File: src/rtl/beep_sequencer.sv
// Melody sequencer: fetches note/duration words from a synchronous song ROM and drives a buzzer PWM.
// Define BEEP_GAP_EN to insert GAP_CYCLES of silence between consecutive notes.
`timescale 1ns/1ps
module beep_sequencer #(
    parameter int unsigned CLK_HZ      = 50_000_000,
    parameter int unsigned TICK_CYCLES = 6_250_000,
    parameter int unsigned NOTE_NUM    = 64,
    parameter int unsigned ADDR_W      = 6,
    parameter int unsigned DUTY_SHIFT  = 1,
    parameter int unsigned GAP_CYCLES  = 500_000
) (
    input  logic              clk,
    input  logic              rst,
    input  logic              start,
    input  logic              stop,
    input  logic              loop_en,
    output logic [ADDR_W-1:0] rom_addr,
    input  logic [7:0]        rom_data,
    output logic              cnt_en,
    output logic [31:0]       counter_arr,
    output logic [31:0]       counter_ccr,
    output logic              busy,
    output logic              done
);

`ifdef BEEP_GAP_EN
    localparam bit GAP_EN = 1'b1;
`else
    localparam bit GAP_EN = 1'b0;
`endif

    typedef enum logic [2:0] {
        S_IDLE,
        S_FETCH,
        S_LOAD,
        S_PLAY,
        S_GAP,
        S_DONE
    } state_t;

    function automatic int unsigned note_hz(input int unsigned code);
        case (code)
            1:       return 131;
            2:       return 147;
            3:       return 165;
            4:       return 175;
            5:       return 196;
            6:       return 220;
            7:       return 247;
            8:       return 262;
            9:       return 294;
            10:      return 330;
            11:      return 349;
            12:      return 392;
            13:      return 440;
            14:      return 494;
            15:      return 524;
            16:      return 588;
            17:      return 660;
            18:      return 698;
            19:      return 784;
            20:      return 880;
            21:      return 988;
            default: return 0;
        endcase
    endfunction

    // Period table built at elaboration; CLK_HZ/f is rounded to the nearest clock before the -1.
    logic [31:0] w_period [0:31];
    genvar gi;
    generate
        for (gi = 0; gi < 32; gi++) begin : g_period
            localparam longint unsigned F   = 64'(note_hz(gi));
            localparam longint unsigned DIV = (F == 0) ? 64'd1 : F;
            localparam longint unsigned ARR = (F == 0) ? 64'd0 : (64'(CLK_HZ) + DIV / 2) / DIV - 1;
            assign w_period[gi] = ARR[31:0];
        end
    endgenerate

    state_t            r_state;
    logic [ADDR_W-1:0] r_rom_addr;
    logic              r_cnt_en;
    logic [31:0]       r_arr;
    logic [31:0]       r_ccr;
    logic              r_busy;
    logic              r_done;
    logic [31:0]       r_tick_cnt;
    logic [2:0]        r_dur_cnt;
    logic [2:0]        r_dur;
    logic [31:0]       r_gap_cnt;

    logic [4:0] w_note;
    logic [2:0] w_dur;
    logic       w_is_tone;
    logic       w_is_end;
    logic       w_tick_last;
    logic       w_note_last;
    logic       w_addr_last;

    assign w_note      = rom_data[4:0];
    assign w_dur       = rom_data[7:5];
    assign w_is_tone   = (w_note != 5'd0) && (w_note <= 5'd21);
    assign w_is_end    = (w_note == 5'd31);
    assign w_tick_last = (r_tick_cnt == 32'(TICK_CYCLES - 1));
    assign w_note_last = w_tick_last && (r_dur_cnt == r_dur);
    assign w_addr_last = (r_rom_addr == ADDR_W'(NOTE_NUM - 1));

    always_ff @(posedge clk or posedge rst) begin
        if (rst) begin
            r_state    <= S_IDLE;
            r_rom_addr <= '0;
            r_cnt_en   <= 1'b0;
            r_arr      <= '0;
            r_ccr      <= '0;
            r_busy     <= 1'b0;
            r_done     <= 1'b0;
            r_tick_cnt <= '0;
            r_dur_cnt  <= '0;
            r_dur      <= '0;
            r_gap_cnt  <= '0;
        end else if (stop) begin
            r_state    <= S_IDLE;
            r_rom_addr <= '0;
            r_cnt_en   <= 1'b0;
            r_busy     <= 1'b0;
            r_done     <= 1'b0;
        end else begin
            r_done <= 1'b0;
            case (r_state)
                S_IDLE: begin
                    if (start) begin
                        r_state    <= S_FETCH;
                        r_rom_addr <= '0;
                        r_busy     <= 1'b1;
                    end
                end
                S_FETCH: r_state <= S_LOAD;
                S_LOAD: begin
                    if (w_is_end) begin
                        if (loop_en) begin
                            r_rom_addr <= '0;
                            r_state    <= S_FETCH;
                        end else begin
                            r_state <= S_DONE;
                            r_done  <= 1'b1;
                        end
                    end else begin
                        // Rests keep the previous period so the PWM simply idles with cnt_en low.
                        if (w_is_tone) begin
                            r_arr <= w_period[w_note];
                            r_ccr <= w_period[w_note] >> DUTY_SHIFT;
                        end
                        r_cnt_en   <= w_is_tone;
                        r_dur      <= w_dur;
                        r_tick_cnt <= '0;
                        r_dur_cnt  <= '0;
                        r_state    <= S_PLAY;
                    end
                end
                S_PLAY: begin
                    if (w_note_last) begin
                        r_cnt_en <= 1'b0;
                        if (w_addr_last) begin
                            if (loop_en) begin
                                r_rom_addr <= '0;
                                r_state    <= S_FETCH;
                            end else begin
                                r_state <= S_DONE;
                                r_done  <= 1'b1;
                            end
                        end else if (GAP_EN) begin
                            r_gap_cnt <= '0;
                            r_state   <= S_GAP;
                        end else begin
                            r_rom_addr <= r_rom_addr + ADDR_W'(1);
                            r_state    <= S_FETCH;
                        end
                    end else if (w_tick_last) begin
                        r_tick_cnt <= '0;
                        r_dur_cnt  <= r_dur_cnt + 3'd1;
                    end else begin
                        r_tick_cnt <= r_tick_cnt + 32'd1;
                    end
                end
                S_GAP: begin
                    if (r_gap_cnt == 32'(GAP_CYCLES - 1)) begin
                        r_rom_addr <= r_rom_addr + ADDR_W'(1);
                        r_state    <= S_FETCH;
                    end else begin
                        r_gap_cnt <= r_gap_cnt + 32'd1;
                    end
                end
                S_DONE: begin
                    r_state <= S_IDLE;
                    r_busy  <= 1'b0;
                end
                default: begin
                    r_state  <= S_IDLE;
                    r_busy   <= 1'b0;
                    r_cnt_en <= 1'b0;
                end
            endcase
        end
    end

    assign rom_addr    = r_rom_addr;
    assign cnt_en      = r_cnt_en;
    assign counter_arr = r_arr;
    assign counter_ccr = r_ccr;
    assign busy        = r_busy;
    assign done        = r_done;

endmodule

File: config.mk
export PLATFORM = sky130hd
export DESIGN_NAME = beep_sequencer
export DESIGN_NICKNAME = d
export VERILOG_FILES = /design/src/rtl/beep_sequencer.sv
export SDC_FILE = /design/constraint.sdc
export NUM_CORES = 1
export LEC_CHECK = 0
export ABC_AREA = 1
export CORE_MARGIN = 2
export CORE_UTILIZATION = 60
export DETAILED_ROUTE_END_ITERATION = 8
export PLACE_DENSITY = 0.87
export SLEW_MARGIN = 5
export SYNTH_ARGS = -nofsm -noshare
export SYNTH_HDL_FRONTEND = slang
export SYNTH_SLANG_ARGS = --single-unit
File: constraint.sdc
create_clock -name clk -period 4.95 [get_ports clk]
set_input_delay 0.495 -clock clk [delete_from_list [all_inputs] [get_ports clk]]
set_output_delay 0.495 -clock clk [all_outputs]
set_load 0.05 [all_outputs]
==> metrics.cfg <==
[floorplanning]
die_area_um2 = 13300
die_w_um = 115
core_area_um2 = 12100
die_h_um = 115
rows = 40
pin_count = 86
start_util = 0.617

[synth]
async_flop_share = 1.00
yosysMostFrequentCell = nand2_1
netlist_top_cells_area = dfrtp_1 (34%), nand2_1 (17%), nor2_1 (5.9%), inv_1 (5.2%), buf_4 (4.8%)
syn_inst = 1070
seq_area_frac_synth = 0.339
ys_ff_latch = 101
syn_area_per_cell_um2 = 6.96
yosys.area.top_type = dfrtp_1
yosysWarnings = 0
synth_cell_type_count = 45
synth_common_cells = nand2_1 (332), nor2_1 (117), inv_1 (103)
synth_edf_count = 0
netlist_area_um2 = 7450
yosysTopAreaCellShare = 0.339
ys.flop_type = dfrtp_1

[global_route]
gr-total-overflow = 0
antenna_found_initial = 0
grt_util_all_layers = 0.276
grt_first_pass_wirelength_um = 29500
grt_max_degree = 68
grt_pass1_vias = 6334

[cells_and_area]
drive_gt1_frac = 0.0900
design_area_um2 = 8100
n_antenna_cell = 0
finalNetCount = 1120
area_delta_synth_final_pct = 8.77

[sta]
skew_ns = 0.00877
fin_setup_tns_ns = 0
hold_viol = 0
drv_slew = 0
timing.fmax_mhz = 384
rsz0062_at_grt = false
fin_crit_sh = 0.525
worst_slack_ns = 2.35
slew_headroom = 0.450
period_needed_ns = 2.60
final-setup-viol-count = 0
tightest_slew_ns = 0.825

[routing]
drt_wl_total_um = 17800
ant_nets = 0
routedWlPerCell_um = 14.0
vias_per_cell = 5.46
via_count = 6922
drc = 0
first_iter_violations = 579
drtPass1Iterations = 5

[clocking]
cts_tree = done
path_clk_slew_ns = 0.07
clk_latency_ns = 0.36
cts-root-buf = clkbuf_16
postCtsResizedCells = 0
clockBufferDepth = 2
hold_buffers = 0
cts.sinks = 101
cts_buffers = 9
cts_setup_buffers = 0
cts-htree-levels = 3

[placed_design]
hpwl_um = 13200
place_area_um2 = 7810
post-place-ws_ns = 2.05
gp_congestion = 0.968
io_buffers = 58

[power]
p_leak_nw = 3.69
p_total_mw = 2.96
p_sw_mw = 1.30
p_comb_frac = 0.418
powerDensity_nw_per_um2 = 366
p_sw_frac = 0.440
intPower_mw = 1.66
seq_power_share = 0.346
p_clk_frac = 0.236
vdd_drop_max_v = 0.000546

[critical_path]
cp.arrival_ns = 2.88
crit_type = reg -> reg
required_ns = 5.23
start_kind = register
reg2reg_setup_slack_ns = 2.35
crit_path_end_kind = register
crit_fanout = 64

[run]
cap_violations = 0

[status]
status = finished, final reports clean

[min_path]
holdCritPathClass = reg -> reg

-- kinds of logic (layout without fill, tap and decap cells) --
kind of cell | Yosys count | after routing | synth area share
other | 1 | 27 | 0.000504
adders and majority gates | 12 | 12 | 0.0202
and+or+nand+nor | 618 | 618 | 0.366
DFF | 101 | 101 | 0.339
xor gates and xnor gates | 34 | 34 | 0.0400
muxes | 1 | 1 | 0.00151
AOI/OAI and AO/OA | 122 | 122 | 0.106
buffers and inverters | 181 | 185 | 0.127
-- routing by layer --
layer	up-vias	share of wire	global-route usage
met5	-	0	0
met4	0	0.019	0.0795
met3	31	0.067	0.0533
met2	271	0.47	0.440
met1	3209	0.45	0.385
li1	3411	-	-
-- path summary, 6_finish.rpt --
check                                start             end  cells past startpoint
worst min register to register      cnt_en          cnt_en                      2
worst min-delay path                cnt_en          cnt_en                      2
worst max-delay path            r_state[1]  r_tick_cnt[11]                      8
worst max register to register  r_state[1]  r_tick_cnt[11]                      8
min in group asynchronous              rst  r_tick_cnt[26]                      2
max in group asynchronous              rst   r_tick_cnt[0]                      3
-- final cells by class --
class | instances | area [um2]
clock buffers | 12 | 256
clock inverters | 4 | 31.3
fillers | 1048 | 3960
inverters | 110 | 415
multi-input cells | 814 | 4070
flip-flops and latches | 101 | 2530
well taps | 168 | 210
repair buffers | 59 | 588
-- cells in the final DEF, fill, tap and decap left out, types with 3 or more instances in the layout --
cell type	instances
a21oi_1	15
clkbuf_16	9
clkdlybuf4s50_1	58
clkinvlp_4	3
conb_1	27
dfrtp_1	101
ha_1	12
inv_1	102
inv_2	7
nand2_1	332
nand2_2	10
nand2_4	3
nand3_1	70
nand3_2	3
nand4_1	34
nor2_1	117
nor2_2	9
nor2_4	10
nor3_1	21
o211ai_1	5
o21a_1	3
o21ai_0	37
o21ai_1	14
o21ai_2	30
o22ai_1	3
or2_2	6
xnor2_1	4
xor2_1	30
-- metrics by stage --
stage / instances / util / hold WS [ns]
finish: 1268 / 0.672 / 0.470
CTS: 1268 / 0.672 / 0.476
global placement: 1252 / 0.648 / 0.453
floorplan: 1096 / - / 0.466
global route: 1268 / 0.672 / 0.505
detailed placement: 1252 / 0.648 / 0.459
-- critical path, cell delays in order, from the launching register on --
cell and delay, ns:
dfrtp_1 0.38, inv_1 0.10, nor2_4 0.15, nand2_1 0.13, inv_2 0.55, nand3_1 0.27
nand2_4 0.65, nand2_1 0.15, o21ai_2 0.09
-- state kept, by name, indices dropped and copies added (netlist names) --
signal / flops
r_gap_cnt: 32
r_tick_cnt: 32
counter_arr: 18
rom_addr: 6
r_dur: 3
r_dur_cnt: 3
r_state: 3
busy: 1
cnt_en: 1
counter_ccr: 1
done: 1
-- power groups by stage --
stage                     Clock [mW]  Sequential [mW]  Combinational (mW)
after floorplan                    0             1.29               0.741
after global placement             0             1.04                1.23
after detailed placement           0             1.04                1.24
after CTS                      0.714             1.03                1.24
after global routing           0.745             1.04                1.31
final                          0.699             1.03                1.24
No activity file was read; power rests on OpenSTA's default activity.
